`config.mk`:
```
export PLATFORM = sky130hd
export DESIGN_NAME = if_prog_loader_flat
export DESIGN_NICKNAME = d
export VERILOG_FILES = /design/src/rtl/if_loader_pkg.sv /design/src/rtl/if_prog_loader_if.sv /design/src/rtl/word_assembler.sv /design/src/rtl/if_prog_loader.sv /design/src/flat_wrapper.sv
export SDC_FILE = /design/constraint.sdc
export NUM_CORES = 1
export LEC_CHECK = 0
export CAP_MARGIN = 30
export CORE_UTILIZATION = 23
export CTS_CLUSTER_DIAMETER = 80
export DETAILED_ROUTE_END_ITERATION = 8
export SLEW_MARGIN = 30
export SYNTH_ARGS = -nofsm -noshare
export SYNTH_HDL_FRONTEND = slang
export SYNTH_SLANG_ARGS = --single-unit
```
`constraint.sdc`:
```
create_clock -name i_clk -period 2 [get_ports i_clk]
set_input_delay 0.3 -clock i_clk [delete_from_list [all_inputs] [get_ports i_clk]]
set_output_delay 0.3 -clock i_clk [all_outputs]
set_load 0.1 [all_outputs]
```
`src/rtl/if_loader_pkg.sv`:
```
// Shared types and constants for the IF program loader.
// State encodings, instruction width and the default end-of-program word.
package if_loader_pkg;

  localparam int INSTR_W = 32;

  localparam logic [INSTR_W-1:0] HALT_WORD_DEF = 32'hFFFF_FFFF;

  typedef enum logic [2:0] {
    ST_IDLE  = 3'd0,
    ST_RECV  = 3'd1,
    ST_WRITE = 3'd2,
    ST_DONE  = 3'd3,
    ST_ERROR = 3'd4
  } state_e;

endpackage

```
`src/rtl/if_prog_loader_if.sv`:
```
// Byte-stream input and instruction-memory write port of the loader.
// The loader is the slave; the byte source / memory side is the master.
interface if_prog_loader_if;
  import if_loader_pkg::*;

  logic [7:0]         i_byte;
  logic               i_byte_valid;
  logic               o_byte_ready;
  logic               o_write_en;
  logic [INSTR_W-1:0] o_data;
  logic [31:0]        o_addr_wr;

  modport master (
    output i_byte,
    output i_byte_valid,
    input  o_byte_ready,
    input  o_write_en,
    input  o_data,
    input  o_addr_wr
  );

  modport slave (
    input  i_byte,
    input  i_byte_valid,
    output o_byte_ready,
    output o_write_en,
    output o_data,
    output o_addr_wr
  );

endinterface

```
`src/rtl/word_assembler.sv`:
```
// Packs accepted bytes big-endian into a 32-bit word.
// word_valid pulses combinationally on the 4th accepted byte.
module word_assembler
  import if_loader_pkg::*;
(
  input  logic               clk,
  input  logic               rst_n,
  input  logic               clr,
  input  logic [7:0]         byte_in,
  input  logic               byte_en,
  output logic [INSTR_W-1:0] word,
  output logic               word_valid
);

  logic [23:0] shift_q, shift_d;
  logic [1:0]  byte_idx_q, byte_idx_d;

  always_comb begin
    shift_d    = shift_q;
    byte_idx_d = byte_idx_q;
    if (clr) begin
      shift_d    = '0;
      byte_idx_d = '0;
    end else if (byte_en) begin
      shift_d    = {shift_q[15:0], byte_in};
      byte_idx_d = byte_idx_q + 2'd1;
    end
  end

  always_ff @(posedge clk) begin
    if (!rst_n) begin
      shift_q    <= '0;
      byte_idx_q <= '0;
    end else begin
      shift_q    <= shift_d;
      byte_idx_q <= byte_idx_d;
    end
  end

  assign word       = {shift_q, byte_in};
  assign word_valid = byte_en && (byte_idx_q == 2'd3);

endmodule

```
`src/rtl/if_prog_loader.sv`:
```
// Loads a byte-streamed program into IF instruction memory,
// then releases the pipeline once the HALT word has been stored.
module if_prog_loader
  import if_loader_pkg::*;
#(
  parameter int                 MEM_DEPTH = 256,
  parameter logic [INSTR_W-1:0] HALT_WORD = HALT_WORD_DEF
) (
  input  logic                       i_clk,
  input  logic                       i_reset,
  input  logic                       i_start,
  if_prog_loader_if.slave            bus,
  output logic                       o_read_en,
  output logic                       o_cpu_en,
  output logic                       o_busy,
  output logic                       o_done,
  output logic                       o_overflow,
  output logic [$clog2(MEM_DEPTH):0] o_word_count
);

  localparam int CW = $clog2(MEM_DEPTH) + 1;
  localparam logic [CW-1:0] DEPTH_C = CW'(MEM_DEPTH);

  state_e             state_q, state_d;
  logic [CW-1:0]      wc_q, wc_d;
  logic [INSTR_W-1:0] data_q, data_d;
  logic [31:0]        addr_q, addr_d;
  logic               clr;
  logic               accept;
  logic [INSTR_W-1:0] word;
  logic               word_valid;

  assign accept = bus.i_byte_valid && (state_q == ST_RECV);

  word_assembler u_asm (
    .clk        (i_clk),
    .rst_n      (i_reset),
    .clr        (clr),
    .byte_in    (bus.i_byte),
    .byte_en    (accept),
    .word       (word),
    .word_valid (word_valid)
  );

  always_comb begin
    state_d = state_q;
    wc_d    = wc_q;
    data_d  = data_q;
    addr_d  = addr_q;
    clr     = 1'b0;
    unique case (state_q)
      ST_IDLE, ST_DONE, ST_ERROR: begin
        if (i_start) begin
          state_d = ST_RECV;
          wc_d    = '0;
          clr     = 1'b1;
        end
      end
      ST_RECV: begin
        if (word_valid) begin
          state_d = ST_WRITE;
          data_d  = word;
          addr_d  = 32'({wc_q, 2'b00});
        end
      end
      ST_WRITE: begin
        wc_d = wc_q + 1'b1;
        // HALT in the last slot still counts as a clean finish
        if (data_q == HALT_WORD)   state_d = ST_DONE;
        else if (wc_d == DEPTH_C) state_d = ST_ERROR;
        else                      state_d = ST_RECV;
      end
      default: state_d = ST_IDLE;
    endcase
  end

  always_ff @(posedge i_clk) begin
    if (!i_reset) begin
      state_q <= ST_IDLE;
      wc_q    <= '0;
      data_q  <= '0;
      addr_q  <= '0;
    end else begin
      state_q <= state_d;
      wc_q    <= wc_d;
      data_q  <= data_d;
      addr_q  <= addr_d;
    end
  end

  assign bus.o_byte_ready = (state_q == ST_RECV);
  assign bus.o_write_en   = (state_q == ST_WRITE);
  assign bus.o_data       = data_q;
  assign bus.o_addr_wr    = addr_q;
  assign o_busy           = (state_q == ST_RECV) || (state_q == ST_WRITE);
  assign o_done           = (state_q == ST_DONE);
  assign o_overflow       = (state_q == ST_ERROR);
  assign o_read_en        = (state_q == ST_DONE);
  assign o_cpu_en         = (state_q == ST_DONE);
  assign o_word_count     = wc_q;

endmodule

```
`src/flat_wrapper.sv`:
```
// flat-port wrapper written by rule: the top's interface ports become plain ports
module if_prog_loader_flat import if_loader_pkg::*;
#(
  parameter int                 MEM_DEPTH = 256,
  parameter logic [INSTR_W-1:0] HALT_WORD = HALT_WORD_DEF
)
  (i_clk, i_reset, i_start, o_read_en, o_cpu_en, o_busy, o_done, o_overflow, o_word_count, bus_i_byte, bus_i_byte_valid, bus_o_byte_ready, bus_o_write_en, bus_o_data, bus_o_addr_wr);
  if_prog_loader_if bus_i ();
  input  logic i_clk;
  input  logic i_reset;
  input  logic i_start;
  output logic o_read_en;
  output logic o_cpu_en;
  output logic o_busy;
  output logic o_done;
  output logic o_overflow;
  output logic [$clog2(MEM_DEPTH):0] o_word_count;
  input wire logic [$bits(bus_i.i_byte)-1:0] bus_i_byte;
  input wire logic [$bits(bus_i.i_byte_valid)-1:0] bus_i_byte_valid;
  output wire logic [$bits(bus_i.o_byte_ready)-1:0] bus_o_byte_ready;
  output wire logic [$bits(bus_i.o_write_en)-1:0] bus_o_write_en;
  output wire logic [$bits(bus_i.o_data)-1:0] bus_o_data;
  output wire logic [$bits(bus_i.o_addr_wr)-1:0] bus_o_addr_wr;
  assign bus_i.i_byte = bus_i_byte;
  assign bus_i.i_byte_valid = bus_i_byte_valid;
  assign bus_o_byte_ready = bus_i.o_byte_ready;
  assign bus_o_write_en = bus_i.o_write_en;
  assign bus_o_data = bus_i.o_data;
  assign bus_o_addr_wr = bus_i.o_addr_wr;
  if_prog_loader #(.MEM_DEPTH(MEM_DEPTH), .HALT_WORD(HALT_WORD)) u_core (.i_clk(i_clk), .i_reset(i_reset), .i_start(i_start), .bus(bus_i), .o_read_en(o_read_en), .o_cpu_en(o_cpu_en), .o_busy(o_busy), .o_done(o_done), .o_overflow(o_overflow), .o_word_count(o_word_count));
endmodule
```
* After elaboration in Yosys (flattened, before gate mapping) *
Index checks and enable logic that the tools add are counted.

word-level totals
  register bits = 79
  latch bits = 0
  bits in writable memories = 0
  ROM bits = 0
  output and inout bits = 80
  memories kept = 0

cells by class
  $add $sub $neg = 2
  multipliers = 0
  divide/modulo/power cells = 0
  order comparisons = 0
  eq/ne operators = 9
  shift operators = 0
  multiplexer cells = 9
  bitwise operators = 1
  reduce and logical (&&, ||, !) cells = 10

operator list
  kind                                                    count
  == test 32 bit (second input constant)                  1
  one-hot mux 9 bit (2 select lines)                      1
  2-to-1 mux 3 bit                                        4
  adder 9 x 1 -> 9 bit (second input constant)            1
  == test 9 bit (second input constant)                   1
  2-to-1 mux 9 bit                                        1
  one-hot mux 3 bit (3 select lines)                      1
  == test 3 x 2 -> 1 bit (second input constant)          2
  AND reduction 2 bit                                     3
  == test 3 x 1 -> 1 bit (second input constant)          1
  == test 3 bit (second input constant)                   1
  logical NOT 3 bit                                       1
  OR reduction 3 bit                                      1
  adder 2 x 1 -> 2 bit (second input constant)            1
  == test 2 bit (second input constant)                   1
  logical AND 1 bit                                       2
  2-to-1 mux 1 bit                                        2
  inequality test 2 x 1 -> 1 bit (second input constant)  1
  inequality test 2 bit (second input constant)           1
  nonzero test 2 bit                                      1
  OR reduction 2 bit                                      1
  logical OR 1 bit                                        1
  NOT 1 bit                                               1

* Depth between registers and ports, before layout *
  depth in word-level cells = 5
  gate-level depth with buffers = 7

* Modules after synthesis *
A second synthesis with hierarchy kept.

unflattened totals
  cell total of the unflattened synthesis = 415
  area, all modules = 3,612.2 µm²

modules (own cells, without submodules)
  module          times used  cells each  area each (µm²)  seq. area each (µm²)
  if_prog_loader  1           320         2,565.0          1,061.0
  word_assembler  1           95          1,047.3          520.5

* Worst setup path after synthesis *
Ideal clock, no wire load.

  path kind = register to output
  from = register u_core.state_q[2]
  to = output port o_busy
  data arrival time = 2.140 ns
  data required time = 1.700 ns
  setup slack = -0.440 ns
  cell stages (with the launch flop) = 5
  buffers on the path = 0
  cells stage by stage = dfxtp_1 -> and2b_1 -> nand2b_2 -> clkinv_1 -> or2_2

on the way
  cells in the longest elaborated chain, start to end = 2
  elaborated cells on any way between the ends = 3
  those cells by class = 2 x eq/ne; 1 x reduce/logical

ends and longest elaborated chain
  element                   RTL line              source
  start, declared           if_prog_loader.sv:24  state_e state_q, state_d;
  start signal, assigned    if_prog_loader.sv:84  state_q <= state_d;
  == test 3 x 2 -> 1 bit    -
  named net bus_o_write_en  flat_wrapper.sv:21    output wire logic [$bits(bus_i.o_write_en)-1:0] bus_o_write_en;
  logical OR 1 bit          if_prog_loader.sv:95  assign o_busy = (state_q == ST_RECV) || (state_q == ST_WRITE);
  end, declared             flat_wrapper.sv:14    output logic o_busy;

The timed path passes the listed nets, and every way through them passes these cells.

* Worst setup path in the final report *
  from = register u_core.state_q[2]
  to = output port o_busy

on the way
  cells in the longest elaborated chain, start to end = 2
  elaborated cells on any way between the ends = 3
  those cells by class = 2 x eq/ne; 1 x reduce/logical

ends and longest elaborated chain
  element                                                           RTL line
  == test 3 x 1 -> 1 bit or == test 3 x 2 -> 1 bit (tied branches)  if_prog_loader.sv:95
  logical OR 1 bit (*)                                              if_prog_loader.sv:95

Every way passes the cells marked *; elsewhere a longest branch is shown, timed or not.

==> results.ini <==
[timing]
period_needed_ns = 1.884
rsz0062_at_grt = no
final.period_utilization_pct = 94.20
tns_ns = 0
drv_slew = 0
timing.fmax_mhz = 530.8
slew_headroom_pct = 64.49
setup_viol = 0
tightest_slew_ns = 0.5278
finalHoldViolCount = 0
fin_worst_skew_ns = 0.006883

[routing]
drt_iter0_markers = 215
met3_length_um = 373
wire_per_inst_um = 13.49
routed-via-count = 3048
drt_pass1_iterations = 4
top_layer = met4
wl_met2_um = 4371
routed_wirelength_um = 9163
drc = 0
vias_per_cell = 4.489
ant_nets = 0
m1WireLength_um = 4301

[global_routing]
grt_pass1_vias = 2989
grt_pass1_wl_um = 14960
gr-usage-all-layers_pct = 12.00
antenna_found_initial = 0
grt-ovfl-total = 0
grt_max_degree = 33

[floorplanning]
die_width_um = 124.4
die_area_mm2 = 0.01548
pin_count = 92
rows = 44
start_util_pct = 23.62
dieHeight_um = 124.4
core_mm2 = 0.01459

[cts]
ctsHoldBuffers = 0
cts_buffer_depth = 2
cts-root-buf = clkbuf_16
cts_resized = 0
h-tree-depth = 3
cts_setup_buffers = 0
clkLatencyLatePin_ns = 0.33
cts_buffers = 9
clkSinkCount = 79
cts_tree = done
clk_pin_slew_ns = 0.06

[worst_setup_path]
cp_top_family = simple AND/OR/NAND/NOR gates
crit_buf_inv = 2
end_kind = output port
r2r_slack_ns = 0.25
critical_path.slowest_cell = dfxtp_1
crit_type = reg -> out
required_ns = 1.70
critPathLaunchType = register
slowest_delay_ns = 0.36
crit_chain = and2b_1 > nand2b_2 > clkinv_2 > or2_2 > buf_12
arrival_ns = 1.58
crit_fanout = 5

[logic_synthesis]
synthAdderAreaFrac_pct = 0.7262
synth-edff-count = 0
synthSimpleGateAreaFrac_pct = 24.76
synth_top_family_by_area = simple AND/OR/NAND/NOR gates
synth_top_cells_by_count = nand2_1 (144), dfxtp_1 (79), a21boi_1 (40), a21oi_1 (35), buf_4 (29)
yosys_warnings = 0
yosysSeqAreaShare_pct = 45.90
synth-xor-area-share_pct = 0.2542
synth_area_leader_cell = dfxtp_1
netlist_area_mm2 = 0.003446
syn_inst = 424
synth-seq-cells = 79
async_reset_ff_share_pct = 0
syn_area_per_cell_um2 = 8.127
synth.area.mux_share_pct = 0
synth_area_leaders = dfxtp_1 (46%), nand2_1 (16%), a21boi_1 (8.7%), buf_4 (6.3%), a21oi_1 (5.1%)
synth_cell_types = 41
synth-main-ff-cell = dfxtp_1
synth_most_common_cell = nand2_1
synth_compound_area_share_pct = 18.26
synth_top_area_share_pct = 45.90

[power]
power_leakage_nw = 1.700
ir_drop_uv = 376.4
p_per_area_mw_per_mm2 = 785.7
power.total_mw = 3.505

[run]
max_cap_viol_count = 0

[outcome]
status = completed

[cells_and_area]
antenna_cells = 0
nNetsFinal = 504
drive_gt1_share_pct = 20.20
area_delta_synth_final_pct = 29.45

[place]
place_congestion = 0.7671
dp_hpwl_um = 6670
portBuffers = 68

[min_path]
hold_class = reg -> reg

## layout by cell type, fill, tap and decap left out, types with 2 or more instances in the layout
master	instances
nand2b_1	2
dfxtp_4	2
a21boi_0	6
and2b_1	2
a21boi_1	40
nor2b_1	3
dfxtp_2	5
clkdlybuf4s50_1	11
ha_1	2
a21oi_1	35
buf_12	8
o211a_1	2
conb_1	23
dfxtp_1	72
o21ai_0	10
nand4_1	8
nor4_1	3
a31oi_1	2
and2_1	3
buf_4	62
nor2_1	7
clkbuf_8	3
clkinv_2	3
nand3_1	4
clkbuf_16	9
nand2_1	144
nand3b_1	5
## registers in the layout, indices dropped and copies added, names as in the netlist
name	flops
u_core.bus.o_data	32
u_core.u_asm.shift_q	24
u_core.u_asm.byte_idx_q	2
u_core.o_word_count	9
u_core.bus.o_addr_wr	9
u_core.state_q	3
## metal layers
| layer | global-route usage [%] | vias to the layer above |
|---|---|---|
| met1 | 15.25 | 1456 |
| li1 | - | 1501 |
| met5 | 0 | - |
| met4 | 4.323 | 0 |
| met3 | 2.878 | 14 |
| met2 | 19.63 | 77 |
## power breakdown
group	switching [mW]	internal (mW)
Combinational	0.287	0.0689
Sequential	0.00627	1.58
Clock	0.626	0.939
## final timing paths
| path | from | to | depth (start not counted) |
|---|---|---|---|
| worst max register to register | u_core.o_word_count[0]$_SDFFE_PN0P_ | u_core.state_q[2]$_SDFFE_PN0P_ | 6 |
| worst min register to register | u_core.u_asm.shift_q[20]$_SDFFE_PP0P_ | u_core.bus.o_data[28]$_SDFFE_PN0P_ | 2 |
| worst min-delay path | u_core.u_asm.shift_q[20]$_SDFFE_PP0P_ | u_core.bus.o_data[28]$_SDFFE_PN0P_ | 2 |
| worst max-delay path | u_core.state_q[2]$_SDFFE_PN0P_ | o_busy | 5 |
## worst register-to-register path, cell delays in order (launching register included)
cell and delay [ns]:
dfxtp_4 0.39, ha_1 0.23, and4_1 0.33, nand3b_1 0.14, a21oi_1 0.08, o211a_1 0.22
a32o_1 0.25
## logic make-up after synthesis
| family | Yosys count |
|---|---|
| xor gates and xnor gates | 1 |
| and+or+nand+nor | 193 |
| AOI/OAI and AO/OA | 98 |
| DFF | 79 |
| adders and majority gates | 2 |
| other | 1 |
| buffers and inverters | 50 |
## final cells by class
type	count	area (um^2)
fill	1525	10130
multi-input combinational	317	1603
inverter	2	8.758
sequential	79	1595
clock buffer	13	270.3
tap	184	230.2
timing repair buffer	81	735.7
clock inverter	3	17.52
## stage by stage
| stage | hold WS (ns) | instance area [um^2] | utilization, % | worst slack, ns | std cells |
|---|---|---|---|---|---|
| after floorplan | 0.4310 | 3543 | - | 0.008461 | 446 |
| after global placement | 0.4422 | 4173 | 28.60 | 0.2481 | 663 |
| after detailed placement | 0.4419 | 4173 | 28.60 | 0.2027 | 663 |
| after CTS | 0.4506 | 4461 | 30.57 | 0.1013 | 679 |
| after global routing | 0.4641 | 4461 | 30.57 | 0.02620 | 679 |
| final | 0.4525 | 4461 | 30.57 | 0.1160 | 679 |
No activity file was read; power rests on OpenSTA's default activity.
